==> config.mk <==
export PLATFORM = sky130hd
export DESIGN_NAME = control_unit
export DESIGN_NICKNAME = d
export VERILOG_FILES = /design/src/rtl/control_unit.sv
export SDC_FILE = /design/constraint.sdc
export NUM_CORES = 1
export LEC_CHECK = 0
export CORE_MARGIN = 8
export CORE_UTILIZATION = 40
export CTS_BUF_LIST = sky130_fd_sc_hd__clkbuf_4
export DETAILED_ROUTE_END_ITERATION = 10
export PLACE_DENSITY = 0.78
export REMOVE_ABC_BUFFERS = 1
export SLEW_MARGIN = 20
export SYNTH_ARGS = -nofsm -noshare
export SYNTH_HDL_FRONTEND = slang
export SYNTH_SLANG_ARGS = --single-unit
==> constraint.sdc <==
create_clock -name clk -period 1.9 [get_ports clk]
set_clock_uncertainty 0.2 [all_clocks]
set_input_delay 0.19 -clock clk [delete_from_list [all_inputs] [get_ports clk]]
set_output_delay 0.19 -clock clk [all_outputs]
set_load 0.02 [all_outputs]
==> src/rtl/control_unit.sv <==
// ============================================================================
// control_unit
// ----------------------------------------------------------------------------
// Main decoder for the single-issue LEGv8-style datapath. The opcode, branch
// condition and flags are decoded combinationally and the result is captured
// in flops, so every control output appears one clock after its inputs.
//
// Ports
//   clk          in   1   system clock, rising edge
//   rst_n        in   1   synchronous active-low reset (all outputs -> 0)
//   Cond         in   4   B.cond condition code (instruction bits [3:0])
//   OpCode       in  11   instruction bits [31:21]
//   FlagsR       in   2   stored flags, [1] = Z, [0] = N
//   FlagsZ       in   1   live ALU zero flag (CBZ / CBNZ)
//   PCSrc        out  2   00 PC+4, 01 PC+offset, 10 register (BR)
//   DMWr         out  1   data memory write enable
//   DMRd         out  1   data memory read enable
//   RFDataWrScr  out  2   00 ALU, 01 memory, 10 PC+4, 11 SEU
//   ALUOp        out  4   ALU operation select
//   ALUBScr      out  1   0 register read 2, 1 SEU output
//   SEUScr       out  2   00 imm12, 01 D offset, 10 B offset, 11 CB offset
//   RFWr         out  1   register-file write enable
//   RegWrSrc     out  1   0 Rd, 1 X30
//   FlagsWr      out  1   flag register write enable
//   RegRd2Src    out  1   0 Rm, 1 Rt
// ============================================================================
module control_unit (
    input  logic        clk,
    input  logic        rst_n,
    input  logic [3:0]  Cond,
    input  logic [10:0] OpCode,
    input  logic [1:0]  FlagsR,
    input  logic        FlagsZ,
    output logic [1:0]  PCSrc,
    output logic        DMWr,
    output logic        DMRd,
    output logic [1:0]  RFDataWrScr,
    output logic [3:0]  ALUOp,
    output logic        ALUBScr,
    output logic [1:0]  SEUScr,
    output logic        RFWr,
    output logic        RegWrSrc,
    output logic        FlagsWr,
    output logic        RegRd2Src
);

    logic       cond_true;
    logic [1:0] pcsrc_d;
    logic       dmwr_d;
    logic       dmrd_d;
    logic [1:0] rfdata_d;
    logic [3:0] aluop_d;
    logic       alub_d;
    logic [1:0] seu_d;
    logic       rfwr_d;
    logic       regwrsrc_d;
    logic       flagswr_d;
    logic       regrd2_d;

    // Evaluate the B.cond condition. Carry and overflow are never stored, so
    // every condition that depends on them collapses to a constant.
    always_comb begin
        cond_true = 1'b1;
        case (Cond)
            4'h0:    cond_true = FlagsR[1];                  // EQ
            4'h1:    cond_true = ~FlagsR[1];                 // NE
            4'h2:    cond_true = 1'b0;                       // HS
            4'h3:    cond_true = 1'b1;                       // LO
            4'h4:    cond_true = FlagsR[0];                  // MI
            4'h5:    cond_true = ~FlagsR[0];                 // PL
            4'h6:    cond_true = 1'b0;                       // VS
            4'h7:    cond_true = 1'b1;                       // VC
            4'h8:    cond_true = 1'b0;                       // HI
            4'h9:    cond_true = 1'b1;                       // LS
            4'hA:    cond_true = ~FlagsR[0];                 // GE
            4'hB:    cond_true = FlagsR[0];                  // LT
            4'hC:    cond_true = ~FlagsR[1] & ~FlagsR[0];    // GT
            4'hD:    cond_true = FlagsR[1] | FlagsR[0];      // LE
            default: cond_true = 1'b1;                       // AL, NV
        endcase
    end

    // Opcode decode. Everything defaults to the NOP encoding so unknown
    // opcodes fall through harmlessly.
    always_comb begin
        pcsrc_d    = 2'b00;
        dmwr_d     = 1'b0;
        dmrd_d     = 1'b0;
        rfdata_d   = 2'b00;
        aluop_d    = 4'b0000;
        alub_d     = 1'b0;
        seu_d      = 2'b00;
        rfwr_d     = 1'b0;
        regwrsrc_d = 1'b0;
        flagswr_d  = 1'b0;
        regrd2_d   = 1'b0;
        casez (OpCode)
            11'b10001011000: begin rfwr_d = 1'b1; aluop_d = 4'b0010; end
            11'b10101011000: begin rfwr_d = 1'b1; aluop_d = 4'b0010; flagswr_d = 1'b1; end
            11'b11001011000: begin rfwr_d = 1'b1; aluop_d = 4'b0110; end
            11'b11101011000: begin rfwr_d = 1'b1; aluop_d = 4'b0110; flagswr_d = 1'b1; end
            11'b10001010000: begin rfwr_d = 1'b1; aluop_d = 4'b0000; end
            11'b11101010000: begin rfwr_d = 1'b1; aluop_d = 4'b0000; flagswr_d = 1'b1; end
            11'b10101010000: begin rfwr_d = 1'b1; aluop_d = 4'b0001; end
            11'b11001010000: begin rfwr_d = 1'b1; aluop_d = 4'b0011; end
            11'b11010011011: begin rfwr_d = 1'b1; aluop_d = 4'b1000; alub_d = 1'b1; end
            11'b11010011010: begin rfwr_d = 1'b1; aluop_d = 4'b1001; alub_d = 1'b1; end
            11'b1001000100?: begin rfwr_d = 1'b1; alub_d = 1'b1; aluop_d = 4'b0010; end
            11'b1011000100?: begin rfwr_d = 1'b1; alub_d = 1'b1; aluop_d = 4'b0010; flagswr_d = 1'b1; end
            11'b1101000100?: begin rfwr_d = 1'b1; alub_d = 1'b1; aluop_d = 4'b0110; end
            11'b1111000100?: begin rfwr_d = 1'b1; alub_d = 1'b1; aluop_d = 4'b0110; flagswr_d = 1'b1; end
            11'b1001001000?: begin rfwr_d = 1'b1; alub_d = 1'b1; aluop_d = 4'b0000; end
            11'b1111001000?: begin rfwr_d = 1'b1; alub_d = 1'b1; aluop_d = 4'b0000; flagswr_d = 1'b1; end
            11'b1011001000?: begin rfwr_d = 1'b1; alub_d = 1'b1; aluop_d = 4'b0001; end
            11'b1101001000?: begin rfwr_d = 1'b1; alub_d = 1'b1; aluop_d = 4'b0011; end
            11'b110100101??: begin rfwr_d = 1'b1; rfdata_d = 2'b11; end
            11'b11111000010: begin
                dmrd_d   = 1'b1;
                rfwr_d   = 1'b1;
                rfdata_d = 2'b01;
                aluop_d  = 4'b0010;
                alub_d   = 1'b1;
                seu_d    = 2'b01;
            end
            11'b11111000000: begin
                dmwr_d   = 1'b1;
                aluop_d  = 4'b0010;
                alub_d   = 1'b1;
                seu_d    = 2'b01;
                regrd2_d = 1'b1;
            end
            11'b000101?????: begin pcsrc_d = 2'b01; seu_d = 2'b10; end
            11'b100101?????: begin
                pcsrc_d    = 2'b01;
                seu_d      = 2'b10;
                rfwr_d     = 1'b1;
                rfdata_d   = 2'b10;
                regwrsrc_d = 1'b1;
            end
            11'b11010110000: pcsrc_d = 2'b10;
            // CBZ and CBNZ differ only in bit 3: branch when the live zero
            // flag disagrees with that bit.
            11'b1011010????: begin
                seu_d    = 2'b11;
                aluop_d  = 4'b0111;
                regrd2_d = 1'b1;
                pcsrc_d  = {1'b0, FlagsZ ^ OpCode[3]};
            end
            11'b01010100???: begin
                seu_d   = 2'b11;
                pcsrc_d = {1'b0, cond_true};
            end
            default: ;
        endcase
    end

    // Output register: reset forces the NOP encoding regardless of opcode.
    always_ff @(posedge clk) begin
        if (!rst_n) begin
            PCSrc       <= 2'b00;
            DMWr        <= 1'b0;
            DMRd        <= 1'b0;
            RFDataWrScr <= 2'b00;
            ALUOp       <= 4'b0000;
            ALUBScr     <= 1'b0;
            SEUScr      <= 2'b00;
            RFWr        <= 1'b0;
            RegWrSrc    <= 1'b0;
            FlagsWr     <= 1'b0;
            RegRd2Src   <= 1'b0;
        end else begin
            PCSrc       <= pcsrc_d;
            DMWr        <= dmwr_d;
            DMRd        <= dmrd_d;
            RFDataWrScr <= rfdata_d;
            ALUOp       <= aluop_d;
            ALUBScr     <= alub_d;
            SEUScr      <= seu_d;
            RFWr        <= rfwr_d;
            RegWrSrc    <= regwrsrc_d;
            FlagsWr     <= flagswr_d;
            RegRd2Src   <= regrd2_d;
        end
    end

endmodule

==> flow_summary.yaml, run 1 <==
yosys:
  yosys.cell_types.count: 42
  synthFlopType: "dfxtp_1"
  yosysTopAreaCell: "dfxtp_1"
  ys_ff_latch: 17
  yosysMostFrequentCell: "dfxtp_1"
  netlist_instances: 112
  ys_warn_count: 0
  netlist_area_sq_um: 931
  synth_edf_count: 0
  synthTopCellsByCount: "dfxtp_1 (17), nor2_1 (14), a21oi_1 (10)"
  synth.area.top_cells: "dfxtp_1 (37%), nor2_1 (5.6%), a21oi_1 (5.4%)"
  ys_seq_area_frac: 0.366
  async_reset_ff_frac: 0
  syn_area_per_cell_sq_um: 8.31
  netlist.area_leader.share: 0.366
clock_network:
  cts.clk_slew.worst_paths_ps: 100
  cts_buffers: 3
  cts_tree: "yes"
  cts_buffer_depth: 2
  clock-sinks: 17
  cts_root_buffer: "clkbuf_4"
  htreeDepth: 1
grt:
  grt_use_total: 0.144
  grt_max_degree: 12
  globalRouteOverflowTotal: 0
  grt_pass1_vias: 1136
  grt_pass1_wl_mm: 4.97
  antenna_found_initial: 0
layout:
  syn2layout_area_growth_pct: 61.4
  final_util: 0.679
  postLayoutCellArea_sq_um: 1500
  drive_gt1_frac: 0.235
  fin_cells: 198
  nNetsFinal: 191
  num_antenna_cells: 0
job:
  maxCapViolCount: 0
timing:
  setup-violations-final: 0
  fmax_mhz: 553
  layout_min_cycle_time_ps: 1810
  worst_pin_slew_ps: 334
  rsz0062_at_grt: "no"
  hold_slack_ps: 190
  relSlewSlack: 0.775
  hold_violations: 0
  fin_crit_sh: 0.952
  drv_slew: 0
critical_path:
  cp.required_ps: 1950
  setup.worst_path.end_class: "flip-flop"
  crit_type: "in -> reg"
  arrival_ps: 1860
  endpoint: "RFWr"
  cp-startpoint: "OpCode[7]"
  crit_fanout: 4
  critPathLaunchType: "input pin"
floorplan:
  ios: 37
  die-area_sq_um: 4130
  num_rows: 17
  core_sq_um: 2210
  initial_core_util: 0.421
  die_h_um: 64.2
  die_x_um: 64.2
routing:
  drt_iter0_markers: 29
  vias: 1072
  ant_nets: 0
  vias_per_cell: 5.41
  dr.pass1.iters: 4
  drt-total-wl_mm: 2.96
  drc: 0
  wl_per_cell_um: 14.9
hold_path:
  hp-class: "in -> reg"
placement:
  place_congestion: 0.868
  dp_hpwl_mm: 2.28
  dp_cells: 194
  placed_area_sq_um: 1470
  port_buffers: 36
pwr:
  ir_drop_uv: 385
  leakagePower_nw: 0.600
  total_power_mw: 0.695
  p_per_area_nw_per_um2: 463
status:
  status: "finished clean"
[worst min-delay path by stage]
stage,to,start,cells after the start
5_1_grt,DMWr,OpCode[8],5
3_5_place_dp,DMWr,rst_n,4
2_1_floorplan,SEUScr[0],rst_n,1
6_report,DMWr,OpCode[8],5
3_3_place_gp,DMWr,rst_n,4
4_1_cts,DMWr,OpCode[3],4
[power by group]
group / total [mW] / switching (mW) / internal [mW]
sequential: 0.359 / 0.000481 / 0.358
combinational: 0.140 / 0.0673 / 0.0723
clock: 0.197 / 0.119 / 0.0784
[critical path: stages]
cell	delay (ps)
dlygate4sd2_1	260
or4bb_1	540
or2_1	270
a21boi_2	170
o32ai_2	260
o41a_1	160
[final cells by class]
cell class	instances	area, sq um
Fill cell	198	709
Multi-Input combinational cell	84	547
Timing Repair Buffer	61	538
Sequential cell	17	340
Tap cell	28	35.0
Clock buffer	3	22.5
Inverter	4	15.0
Clock inverter	1	5.00
[flip-flops by register name (all words and copies together), names as in the netlist]
register and flops:
ALUOp 4, PCSrc 2, RFDataWrScr 2, SEUScr 2, ALUBScr 1, DMRd 1, DMWr 1, FlagsWr 1
RFWr 1, RegRd2Src 1, RegWrSrc 1
[timing repair]
action                                  4_1_cts  5_1_grt
endpoints found under the setup margin        4        4
resized for setup                            15        1
buffers inserted                              0        0
pin swaps                                     7        5
hold buffers                                  0        0
[layout by cell type, fill, tap and decap left out, drive strengths merged, types with 2 or more instances in the layout]
master | Yosys | final
a21oi | 11 | 11
a31oi | 2 | 2
and2 | 2 | 2
buf | 5 | 25
clkbuf | 2 | 3
clkdlybuf4s50 | 0 | 25
clkinv | 1 | 2
dfxtp | 17 | 17
dlygate4sd2 | 0 | 10
inv | 3 | 3
nand2 | 6 | 6
nand3 | 3 | 3
nand3b | 3 | 3
nand4b | 2 | 2
nor2 | 14 | 14
nor3 | 3 | 3
nor4 | 5 | 5
o21a | 2 | 2
o21ai | 5 | 5
o41a | 2 | 2
or2 | 2 | 2
or3 | 2 | 2
or3b | 2 | 2
or4 | 2 | 2
[kinds of logic after synthesis]
group                  count (synthesis)  share of synthesized area
AND/OR/NAND/NOR                       53                      0.335
flip-flops                            17                      0.366
buffers and inverters                 11                     0.0645
AO/OA/AOI/OAI                         29                      0.216
XOR/XNOR                               2                     0.0188
[metal layers]
metal / vias to the layer above / wire length [um] / track usage / part of all wire
met5: - / 0 / 0 / 0
met2: 39 / 1470 / 0.253 / 0.50
met1: 498 / 1200 / 0.151 / 0.41
met4: 0 / 110 / 0.101 / 0.037
met3: 11 / 167 / 0.0279 / 0.057
li1: 524 / - / - / -
[per-stage QoR]
| stage | setup TNS (ps) | worst slack (ps) |
|---|---|---|
| 6_report | 0 | 91.2 |
| 5_1_grt | 0 | 5.30 |
| 4_1_cts | 0 | 2.24 |
| 3_5_place_dp | -3650 | -433 |
| 3_3_place_gp | -3130 | -397 |
| 2_1_floorplan | 0 | 142 |
Note: power is estimated with default switching activity, not from simulation.
==> run 2: changes to the inputs <==
--- a/config.mk
+++ b/config.mk
@@ -5,7 +5,7 @@
 export SDC_FILE = /design/constraint.sdc
 export NUM_CORES = 1
 export LEC_CHECK = 0
-export CORE_MARGIN = 8
+export CORE_MARGIN = 3
 export CORE_UTILIZATION = 40
 export CTS_BUF_LIST = sky130_fd_sc_hd__clkbuf_4
 export DETAILED_ROUTE_END_ITERATION = 10
==> run 2 against run 1 <==
Net effect:
- combinational power hardly changed
- critical path depth stayed put
- via count is 1.2% lower
- worst hold slack worse by 36 ps
- sequential share of layout area is 0.43 points lower
- critical endpoint unchanged
- largest cell class unchanged
- largest power group unchanged
==> flow_summary.yaml, run 2 (synthesized netlist as in run 1, its figures left out) <==
timing:
  setup-violations-final: 0
  rsz0062_at_grt: "no"
  layout_min_cycle_time_ps: 1790
  fin_crit_sh: 0.943
  drv_slew: 0
  fin_tns_setup_ps: 0
  hold_violations: 0
  worst_pin_slew_ps: 305
  fmax_mhz: 558
  relSlewSlack: 0.795
  hold_slack_ps: 155
floorplan:
  num_rows: 16
  core_sq_um: 2080
  die_x_um: 54.2
  die-area_sq_um: 2940
  ios: 37
  die_h_um: 54.2
  initial_core_util: 0.447
pwr:
  p_per_area_nw_per_um2: 456
  leakagePower_nw: 0.612
  ir_drop_uv: 360
layout:
  drive_gt1_frac: 0.263
  syn2layout_area_growth_pct: 64.5
  num_antenna_cells: 0
  nNetsFinal: 192
  largest_reg_flops: 4
  mostFrequentLayoutCells: "buf_4 (26), clkdlybuf4s50_1 (25), dfxtp_1 (17)"
  mostFrequentLayoutCell: "buf_4"
  fin_cells: 198
  final_util: 0.736
  largest-register: "ALUOp"
  n_fill_cell: 173
routing:
  drt-total-wl_mm: 2.83
  vias_per_cell: 5.35
  ant_nets: 0
  vias: 1059
  drt_iter0_markers: 20
  dr.pass1.iters: 4
  wl_per_cell_um: 14.3
  drc: 0
critical_path:
  crit_type: "in -> reg"
  setup.worst_path.end_class: "flip-flop"
  cp_slowest_cell: "or4bb_4"
  crit_fanout: 4
  crit_path_cell_trace: "dlygate4sd2_1 -> or4bb_4 -> or2_1 -> a21boi_2 -> o32ai_2 -> o41a_1"
  max_stage_delay_ps: 560
  cp.required_ps: 1950
  critPathLaunchType: "input pin"
  arrival_ps: 1840
placement:
  port_buffers: 36
  dp_cells: 192
  place_congestion: 0.829
  dp_hpwl_mm: 2.30
grt:
  grt_pass1_vias: 1098
  grt_pass1_wl_mm: 4.80
  antenna_found_initial: 0
  grt_use_total: 0.221
  globalRouteOverflowTotal: 0
  grt_max_degree: 12
clock_network:
  cts.clk_slew.worst_paths_ps: 100
  cts_tree: "yes"
  cts_root_buffer: "clkbuf_4"
  clock-sinks: 17
  cts_buffers: 3
  hold_buffers: 0
  htreeDepth: 1
  cts_buffer_depth: 2
job:
  maxCapViolCount: 0
hold_path:
  hold_path_depth: 3
  hp-class: "in -> reg"
status:
  status: "finished clean"
[run 2: timing repair]
action / 4_1_cts / 5_1_grt
setup buffers: 2 / 0
pin swaps: 7 / 3
setup endpoints to repair: 6 / 2
resized for setup: 16 / 4
hold endpoints to repair: 0 / 0
[run 2: path summary, 6_finish.rpt]
| kind | from | to | slack [ps] |
|---|---|---|---|
| max | OpCode[6] | RFWr | 110 |
| min | OpCode[1] | DMRd | 150 |
[run 2: area by class of cell]
cell class | count | area [sq um] | share of cell area
Tap cell | 27 | 33.8 | 0.0221
Timing Repair Buffer | 62 | 549 | 0.359
Clock inverter | 1 | 5.00 | 0.00327
Sequential cell | 17 | 340 | 0.222
Multi-Input combinational cell | 84 | 566 | 0.369
Clock buffer | 3 | 22.5 | 0.0147
Inverter | 4 | 15.0 | 0.00980
[run 2: critical path, delay by kind of cell]
family                 cells  cell delay, ps
AND/OR/NAND/NOR            2             790
buffers and inverters      1             270
AO/OA/AOI/OAI              3             600
[run 2: power by group]
part           total, mW  internal [mW]  switching (mW)
Clock              0.197         0.0784           0.119
Combinational      0.142         0.0743          0.0679
Sequential         0.359          0.358        0.000494
[run 2: stage by stage]
step                setup slack [ps]  cell area, sq um  total power [mW]
finish                           108              1530             0.698
detailed placement              -526              1460             0.509
global route                    22.8              1530             0.737
CTS                             2.84              1520             0.701
floorplan                        142               886             0.405
global placement                -495              1460             0.505
[run 2: metal layers]
layer	vias to the layer above	GRT usage	wire (um)
met5	-	0	0
met4	0	0.0788	37
met3	6	0.0409	164
met2	37	0.373	1410
met1	488	0.279	1220
li1	528	-	-
==> run 3: changes to the inputs <==
--- a/config.mk
+++ b/config.mk
@@ -5,11 +5,13 @@
 export SDC_FILE = /design/constraint.sdc
 export NUM_CORES = 1
 export LEC_CHECK = 0
+export CORE_ASPECT_RATIO = 0.8
 export CORE_MARGIN = 3
-export CORE_UTILIZATION = 40
+export CORE_UTILIZATION = 44
 export CTS_BUF_LIST = sky130_fd_sc_hd__clkbuf_4
 export DETAILED_ROUTE_END_ITERATION = 10
-export PLACE_DENSITY = 0.78
+export HOLD_SLACK_MARGIN = 0.1
+export PLACE_DENSITY = 0.81
 export REMOVE_ABC_BUFFERS = 1
 export SLEW_MARGIN = 20
 export SYNTH_ARGS = -nofsm -noshare
==> constraint.sdc (replaced) <==
create_clock -name clk -period 1.68 [get_ports clk]
set_clock_uncertainty 0.2 [all_clocks]
set_input_delay 0.168 -clock clk [delete_from_list [all_inputs] [get_ports clk]]
set_output_delay 0.168 -clock clk [all_outputs]
set_load 0.02 [all_outputs]
==> run 3 against run 2 <==
Net effect:
- the run now ends with negative setup slack left
- sequential power increased by 13%
- clock power increased by 9.6%
- worst hold slack got worse by 60 ps
- design area decreased by 2.3%
- power increased by 12%
- first-iteration DRC count increased to 3.3 times the previous value
- non-clock buffer count increased by 2
- critical path type unchanged
==> flow_summary.yaml, run 3 (synthesized netlist as in run 1, its figures left out) <==
status:
  status: "finished with violations"
  violations: "negative setup slack"
layout:
  mostFrequentLayoutCell: "buf_4"
  num_antenna_cells: 0
  largest-register: "ALUOp"
  syn2layout_area_growth_pct: 60.8
  seq_area_sq_um: 340
  mostFrequentLayoutCells: "buf_4 (28), clkdlybuf4s50_1 (25), dfxtp_1 (17)"
  nNetsFinal: 194
  n_fill_cell: 140
  drive_gt1_frac: 0.329
  fin_cells: 197
  multi_input_area_sq_um: 564
  largest_reg_flops: 4
grt:
  grt_pass1_wl_mm: 4.78
  grt_max_degree: 12
  grt_pass1_vias: 1031
  antenna_found_initial: 0
  grt_use_total: 0.241
  globalRouteOverflowTotal: 0
routing:
  dr_wl_met2_mm: 1.61
  drt-total-wl_mm: 3.21
  vias: 1096
  top_layer: "met4"
  wl_met1_mm: 1.29
  drt_iter0_markers: 66
  wl_per_cell_um: 16.3
  vias_per_cell: 5.56
  drc: 0
  ant_nets: 0
  wl_met3_um: 254
  dr.pass1.iters: 4
pwr:
  ir_drop_uv: 648
  leakagePower_nw: 0.595
  total_power_mw: 0.784
  p_per_area_nw_per_um2: 524
clock_network:
  cts_tree: "yes"
  cts_buffer_depth: 2
  cts_root_buffer: "clkbuf_4"
  cts_buffers: 3
  cts.clk_slew.worst_paths_ps: 90
  htreeDepth: 1
  clock-sinks: 17
floorplan:
  die_x_um: 57.4
  core_sq_um: 1940
  initial_core_util: 0.479
  ios: 37
  num_rows: 14
  die_h_um: 47.1
  die-area_sq_um: 2710
job:
  maxCapViolCount: 0
timing:
  worst_pin_slew_ps: 391
  hold_violations: 0
  fin_crit_sh: 1.02
  fin_tns_setup_ps: -26.5
  drv_slew: 0
  layout_min_cycle_time_ps: 1710
  relSlewSlack: 0.737
  fmax_mhz: 586
  timing.final.ws_setup_ps: -26.5
  setup-violations-final: 1
critical_path:
  crit_type: "in -> reg"
  critPathLaunchType: "input pin"
  arrival_ps: 1750
  cp.required_ps: 1720
  crit_fanout: 2
  setup.worst_path.end_class: "flip-flop"
placement:
  dp_hpwl_mm: 2.44
  dp_cells: 191
  port_buffers: 36
  place_congestion: 0.916
hold_path:
  hp-class: "in -> reg"
[run 3: cell types whose count changed in the layout (fill, tap and decap cells not counted), moves of 2 or more]
cell / change
dlygate4sd2_1: -8
clkbuf_2: +6
buf_4: +2
dlymetal6s2s_1: -2
buf_2: +4
[run 3: path summary, 6_finish.rpt]
path / start / endpoint / depth (start not counted)
setup / recovery: OpCode[1] / RFWr / 6
hold / removal: OpCode[4] / DMWr / 4
[run 3: routing by layer]
metal	vias to the layer above	track usage
met5	-	0
met4	0	0.0833
met3	9	0.0742
met2	58	0.419
met1	498	0.289
li1	531	-
[run 3: power breakdown]
| part | switching (mW) | internal [mW] |
|---|---|---|
| registers | 0.000545 | 0.405 |
| logic | 0.0819 | 0.0805 |
| clock network | 0.128 | 0.0888 |
| total | 0.210 | 0.574 |
[run 3: stage by stage]
step / hold WS, ps / instance area [sq um] / setup WS [ps] / utilization
after floorplan: 85.5 / 886 / -56.4 / -
after global placement: 667 / 1470 / -619 / 0.757
after detailed placement: 688 / 1470 / -625 / 0.757
after CTS: 90.0 / 1510 / 4.12 / 0.777
after global routing: 111 / 1500 / -39.1 / 0.770
final: 94.3 / 1500 / -26.5 / 0.770
[run 3: repair_timing]
item | 4_1_cts | 5_1_grt
pin swaps | 8 | 6
setup buffers | 2 | 0
gates resized for setup | 32 | 12
cloned | 0 | 0
setup endpoints to repair | 13 | 6
hold endpoints to repair | 1 | 0
[run 3: cell type report]
type / instances / share of cell area
Clock buffer: 3 / 0.0151
Clock inverter: 1 / 0.00334
Inverter: 4 / 0.0100
Multi-Input combinational cell: 84 / 0.377
Sequential cell: 17 / 0.227
Tap cell: 24 / 0.0201
Timing Repair Buffer: 64 / 0.347
[run 3: worst max-delay path: stages]
cell           delay, ps
dlygate4sd2_1        250
or4_4                430
or2_1                280
a21boi_2             180
o32ai_2              240
o41a_1               190
